<file path="src/rtl/scan_sequencer_p.sv">
// Raster scan sequencer: walks an (x,y) grid from ORIGIN to the latched limits.
// Each point gets STAGES PROCESS cycles and one ANALYZE handshake beat.
module scan_sequencer_p #(
  parameter int CW     = 4,
  parameter int STAGES = 4,
  parameter int ORIGIN = 1,
  parameter int SW     = (STAGES > 1) ? $clog2(STAGES) : 1
) (
  input  logic            clk,
  input  logic            rst,
  input  logic            en,
  input  logic [CW-1:0]   cfg_xmax,
  input  logic [CW-1:0]   cfg_ymax,
  input  logic            cfg_order,
  input  logic            ana_ready,
  input  logic            abort,
  output logic            busy,
  output logic [CW-1:0]   x,
  output logic [CW-1:0]   y,
  output logic [SW-1:0]   stage,
  output logic            analyze_en,
  output logic            valid,
  output logic            cfg_err,
  output logic [2*CW-1:0] pt_cnt
);

  localparam logic [2:0] S_IDLE    = 3'd0;
  localparam logic [2:0] S_RECV    = 3'd1;
  localparam logic [2:0] S_PROCESS = 3'd2;
  localparam logic [2:0] S_ANALYZE = 3'd3;
  localparam logic [2:0] S_DONE    = 3'd4;

  localparam logic [CW-1:0] ORG      = CW'(ORIGIN);
  localparam logic [SW-1:0] STG_LAST = SW'(STAGES - 1);

  logic [2:0]      r_state;
  logic [CW-1:0]   r_x, r_y, r_xmax, r_ymax;
  logic            r_order;
  logic [SW-1:0]   r_stage;
  logic [2*CW-1:0] r_pt_cnt;
  logic            r_cfg_err;

  logic w_cfg_ok, w_x_end, w_y_end;

  assign w_cfg_ok = (cfg_xmax >= ORG) && (cfg_ymax >= ORG);
  assign w_x_end  = (r_x == r_xmax);
  assign w_y_end  = (r_y == r_ymax);

  always_ff @(posedge clk or posedge rst) begin
    if (rst) begin
      r_state   <= S_IDLE;
      r_x       <= ORG;
      r_y       <= ORG;
      r_xmax    <= ORG;
      r_ymax    <= ORG;
      r_order   <= 1'b0;
      r_stage   <= '0;
      r_pt_cnt  <= '0;
      r_cfg_err <= 1'b0;
    end else begin
      r_cfg_err <= 1'b0;
      // abort wins over every other transition but leaves pt_cnt for inspection
      if (abort && (r_state != S_IDLE)) begin
        r_state <= S_IDLE;
        r_x     <= ORG;
        r_y     <= ORG;
        r_stage <= '0;
      end else begin
        case (r_state)
          S_IDLE: begin
            if (en) begin
              if (w_cfg_ok) begin
                r_xmax   <= cfg_xmax;
                r_ymax   <= cfg_ymax;
                r_order  <= cfg_order;
                r_pt_cnt <= '0;
                r_state  <= S_RECV;
              end else begin
                r_cfg_err <= 1'b1;
              end
            end
          end
          S_RECV: begin
            r_stage <= '0;
            r_state <= S_PROCESS;
          end
          S_PROCESS: begin
            if (r_stage == STG_LAST) begin
              r_stage <= '0;
              r_state <= S_ANALYZE;
            end else begin
              r_stage <= r_stage + 1'b1;
            end
          end
          S_ANALYZE: begin
            if (ana_ready) begin
              if (!(&r_pt_cnt)) r_pt_cnt <= r_pt_cnt + 1'b1;
              // last-point test comes first, so max-range limits never wrap
              if (w_x_end && w_y_end) begin
                r_x     <= ORG;
                r_y     <= ORG;
                r_state <= S_DONE;
              end else begin
                r_state <= S_PROCESS;
                if (!r_order) begin
                  if (w_y_end) begin
                    r_x <= r_x + 1'b1;
                    r_y <= ORG;
                  end else begin
                    r_y <= r_y + 1'b1;
                  end
                end else begin
                  if (w_x_end) begin
                    r_y <= r_y + 1'b1;
                    r_x <= ORG;
                  end else begin
                    r_x <= r_x + 1'b1;
                  end
                end
              end
            end
          end
          S_DONE:  r_state <= S_IDLE;
          default: r_state <= S_IDLE;
        endcase
      end
    end
  end

  assign busy       = (r_state != S_IDLE);
  assign analyze_en = (r_state == S_ANALYZE);
  assign valid      = (r_state == S_DONE);
  assign x          = r_x;
  assign y          = r_y;
  assign stage      = r_stage;
  assign pt_cnt     = r_pt_cnt;
  assign cfg_err    = r_cfg_err;

endmodule

</file>
<file path="config.mk">
export PLATFORM = sky130hd
export DESIGN_NAME = scan_sequencer_p
export DESIGN_NICKNAME = d
export VERILOG_FILES = /design/src/rtl/scan_sequencer_p.sv
export SDC_FILE = /design/constraint.sdc
export NUM_CORES = 1
export LEC_CHECK = 0
export BUFFER_PORTS_ARGS = -buffer_cell sky130_fd_sc_hd__buf_2
export CAP_MARGIN = 10
export CORE_MARGIN = 2
export CORE_UTILIZATION = 58
export CTS_BUF_LIST = sky130_fd_sc_hd__clkbuf_16
export DETAILED_ROUTE_END_ITERATION = 8
export GPL_ROUTABILITY_DRIVEN = 0
export PLACE_DENSITY = 0.87
export RECOVER_POWER = 50
export REMOVE_ABC_BUFFERS = 1
export SLEW_MARGIN = 0
export SYNTH_ARGS = -nofsm -noshare
export SYNTH_HDL_FRONTEND = slang
export SYNTH_SLANG_ARGS = --single-unit
</file>
<file path="constraint.sdc">
create_clock -name clk -period 4.8 [get_ports clk]
set_clock_uncertainty 0.05 [all_clocks]
set_input_delay 0.96 -clock clk [delete_from_list [all_inputs] [get_ports clk]]
set_output_delay 0.96 -clock clk [all_outputs]
set_load 0.005 [all_outputs]
</file>
==> impl.org <==
** Finish
- Area added between synthesis and finish :: 17.1%
- At the end of the flow the core is filled with cells to 73.2%.
- In the final design database the tool counted around 220 nets.
- The number of antenna diodes in the final layout is 0.
- Of the cells placed in the final design, the portion with a size suffix greater than 1 is roughly 25%.

** Global routing
- Pin count of the biggest net entering global routing :: 32
- Via count of the first global-routing pass :: 1,471
- Wire length of the first global-routing pass :: about 6.8 mm
- Global routing consumed, over all layers together, 26.8% of the routing resources.
- Initial antenna violation count :: 0
- Overflow after GRT :: 0

** Synthesis
- Proportion of synthesized flip-flops having asynchronous set or reset :: between 90% and 100%
- Dividing the synthesized area by the synthesized cell count gives ~11 sq um.
- Synth Cell Area :: roughly 0.0018 sq mm
- Synthesized instance count :: between 150 and 200
- Sequential element share of the synthesized area :: 44.5%
- Number of enable flip-flop cells after synthesis :: 0
- Yosys printed 0 warnings.
- Dominant register cell in the synthesized netlist :: sky130_fd_sc_hd__dfrtp_1
- The synthesized netlist contains 50 unique library cells.
- The synthesized design contains 31 register bits.

** STA
- Worst hold margin :: a little under 500 ps
- Relative slew margins :: -10.4%
- The max-slew violation total from the final report was 32.
- Derived from the worst setup path, the maximum achievable clock frequency is ~0.40 GHz.
- The worst path uses a little over half of the clock period.
- The total count of hold-check failures in the final report is 0.
- For the final routed database, the setup TNS stands at 0 ps.
- Subtracting the final worst setup slack from the clock period gives around 2500 ps.
- Setup repair after global routing left no endpoint under its margin.
- Number of failing setup endpoints in the final timing report :: 0
- For the pin with the worst max-slew slack, the measured transition is 1660 ps.

** Clock network
- Resized Gates After CTS :: 0
- Maximum clock insertion buffer count :: 2
- Number of clock sinks :: 31
- Clock-pin slew was measured on the worst setup and hold paths at about 50 ps.
- Number of buffers inserted for hold repair after clock tree synthesis :: 0
- Post-CTS setup-driven buffer insertion count :: 0
- TritonCTS built the clock tree.
- The number of clock buffers added by TritonCTS is 5.
- CTS H-Tree Depth :: 2
- In this run the clock root is driven by a sky130_fd_sc_hd__clkbuf_16.
- Source-to-sink clock delay at the later pin of the worst-skew pair :: between 200 and 300 ps

** Floorplanning
- The initial utilization of the core area, before any placement, comes to a little over three fifths.
- Std-Cell Rows :: 19
- DIE AREA :: 0.00348 sq mm
- The floorplan step defined a core boundary enclosing 0.00281 sq mm.
- From left edge to right edge, the die measures approximately 59 um.
- In this run the count of I/O pins placed on the die edge is 36.
- Die Y-Extent :: approximately 59 um

** Worst setup path
- The largest individual stage delay along the critical path comes from the cell sky130_fd_sc_hd__dfrtp_1.
- The setup path with the least slack is of type reg2out.
- Worst path required time :: approximately 3800 ps
- For the worst setup path, the data arrival time is between 1500 and 2000 ps.
- Family with the most delay on the worst path :: flip-flops
- Worst Setup Start Kind :: flop
- Bufs and invs on worst path :: 1
- In this run the worst path has a maximum fanout of 10.
- Worst-path cell chain :: and3b_1 > buf_2
- Endpoint class of the critical path :: output pin
- Highest cell delay on the worst timing path :: about 560 ps

** Detailed routing
- Before antenna repair, the detailed router went through 4 iterations.
- Drc violations :: 0
- Routed WL :: between 3 and 4 mm
- Total number of vias :: about 1,500
- Post-detailed-route via-to-cell ratio :: 6.40
- The detail route stage leaves a number of antenna-violating nets equal to 0.
- After detailed routing, the average wire length per cell comes to between 15 and 20 um.
- In this run, the number of DRC markers left after iteration 0 of detailed routing was 60.

** Pwr
- Leak Pwr :: 0.000951 uW
- Maximum resistive drop on vdd :: approximately 0.31 mV
- The completed layout was analyzed and its total power is between 1000 and 1500 uW.
- In this run the power density over the cells is 493 mW/mm^2.

** Outcome
- Violations in the final reports :: max-capacitance violations, max-slew violations
- The flow ran to the end, but the final reports show violations.

** Placement
- Half-perimeter wire length after placement :: between 2 and 3 mm
- In this run the tool buffered the top-level ports with 35 buffer cells.

** Worst hold path
- Worst min path class :: reg2reg

** Flow run
- Max-cap violations :: 1
## cells in the final DEF, fill, tap and decap left out, drive strengths merged, types with 3 or more instances in the layout
cell    instances
and2            4
o31ai           3
dfrtp          27
xnor2           6
o21ai           4
buf            32
nand4           5
nor3b           3
and3            3
nor2b           6
dfstp           4
nor2            7
ha              4
clkbuf          9
nand2           6
or4             3
xor2            5
a21oi          11
nand3           7
inv             6
a22o            6
mux2           10
## Yosys cell counts, drive strengths merged (2+ instances only)
cell type / n / share of area, %
nor2b: 6 / 2.1
nor3b: 3 / 1.3
o21ai: 4 / 1.8
o31ai: 3 / 1.3
nand2: 6 / 1.3
o21a: 2 / 0.86
a211oi: 2 / 0.86
a221o: 2 / 1.1
buf: 6 / 2.9
a41oi: 2 / 1.0
dfrtp: 27 / 39
xor2: 5 / 2.5
xnor2: 6 / 3.0
nand4: 5 / 2.1
and3: 3 / 1.1
and2: 4 / 1.6
nor4: 2 / 0.71
nor2: 7 / 1.5
or4: 3 / 1.3
nor3: 2 / 1.2
o41ai: 2 / 1.4
mux2: 10 / 6.4
ha: 4 / 2.9
a22o: 6 / 3.0
a21oi: 11 / 3.1
inv: 5 / 1.1
nand3: 7 / 2.0
dfstp: 4 / 6.0
or3: 2 / 0.78
## path summary, 6_finish.rpt
path	from	end	slack [ps]	cells past startpoint
worst max-delay path	r_state[0]	analyze_en	2280	2
worst min-delay path	r_xmax[3]	r_xmax[3]	480	1
worst max register to register	y[0]	y[2]	2780	4
worst min register to register	r_xmax[3]	r_xmax[3]	480	1
max in group asynchronous	rst	pt_cnt[1]	2530	3
min in group asynchronous	rst	pt_cnt[2]	1200	3
## cells by family after synthesis
logic type	after synthesis	share of synthesized area [%]
muxes	11	6.99
and+or+nand+nor	52	17.8
xor gates and xnor gates	11	5.49
buffers and inverters	11	3.92
adders and majority gates	4	2.85
AOI/OAI and AO/OA	42	18.4
DFF	31	44.5
## metal layers
layer | track usage (%) | routed length (um) | vias up
met5 | 0 | 0 | -
met1 | 32.3 | 1670 | 715
li1 | - | - | 688
met3 | 5.68 | 223 | 10
met2 | 44.0 | 1940 | 66
met4 | 16.2 | 66 | 0
## cell type report
type                    count  area, sq um
clock buffers               5          125
inverters                   5         18.8
flip-flops and latches     31          781
multi-input cells         120          905
clock inverters             3         11.3
repair buffers             36          175
fillers                   218          751
well taps                  31         38.8
## state kept, by name, indices dropped and copies added (netlist names)
| signal | count |
|---|---|
| pt_cnt | 8 |
| r_xmax | 4 |
| r_ymax | 4 |
| x | 4 |
| y | 4 |
| r_state | 3 |
| stage | 2 |
| cfg_err | 1 |
| r_order | 1 |
## per-stage QoR
step	worst slack, ps	instances	instance area (sq um)
2_1_floorplan	2430	156	1700
3_3_place_gp	2200	223	1930
3_5_place_dp	2130	223	1930
4_1_cts	2310	231	2060
5_1_grt	2160	231	2050
6_report	2280	231	2050
## report_power, final
group | switching (uW) | internal (uW) | leakage (uW)
registers | 82.2 | 338 | 0.000398
clock network | 109 | 186 | 0.0000701
logic | 156 | 142 | 0.000483
## worst register-to-register path, stage by stage, from the launching register on
cell                       delay (ps)
sky130_fd_sc_hd__dfstp_1          630
sky130_fd_sc_hd__xor2_1           140
sky130_fd_sc_hd__nor4_1           590
sky130_fd_sc_hd__a211oi_1         180
sky130_fd_sc_hd__a221o_1          320
No activity file was read; power rests on OpenSTA's default activity.
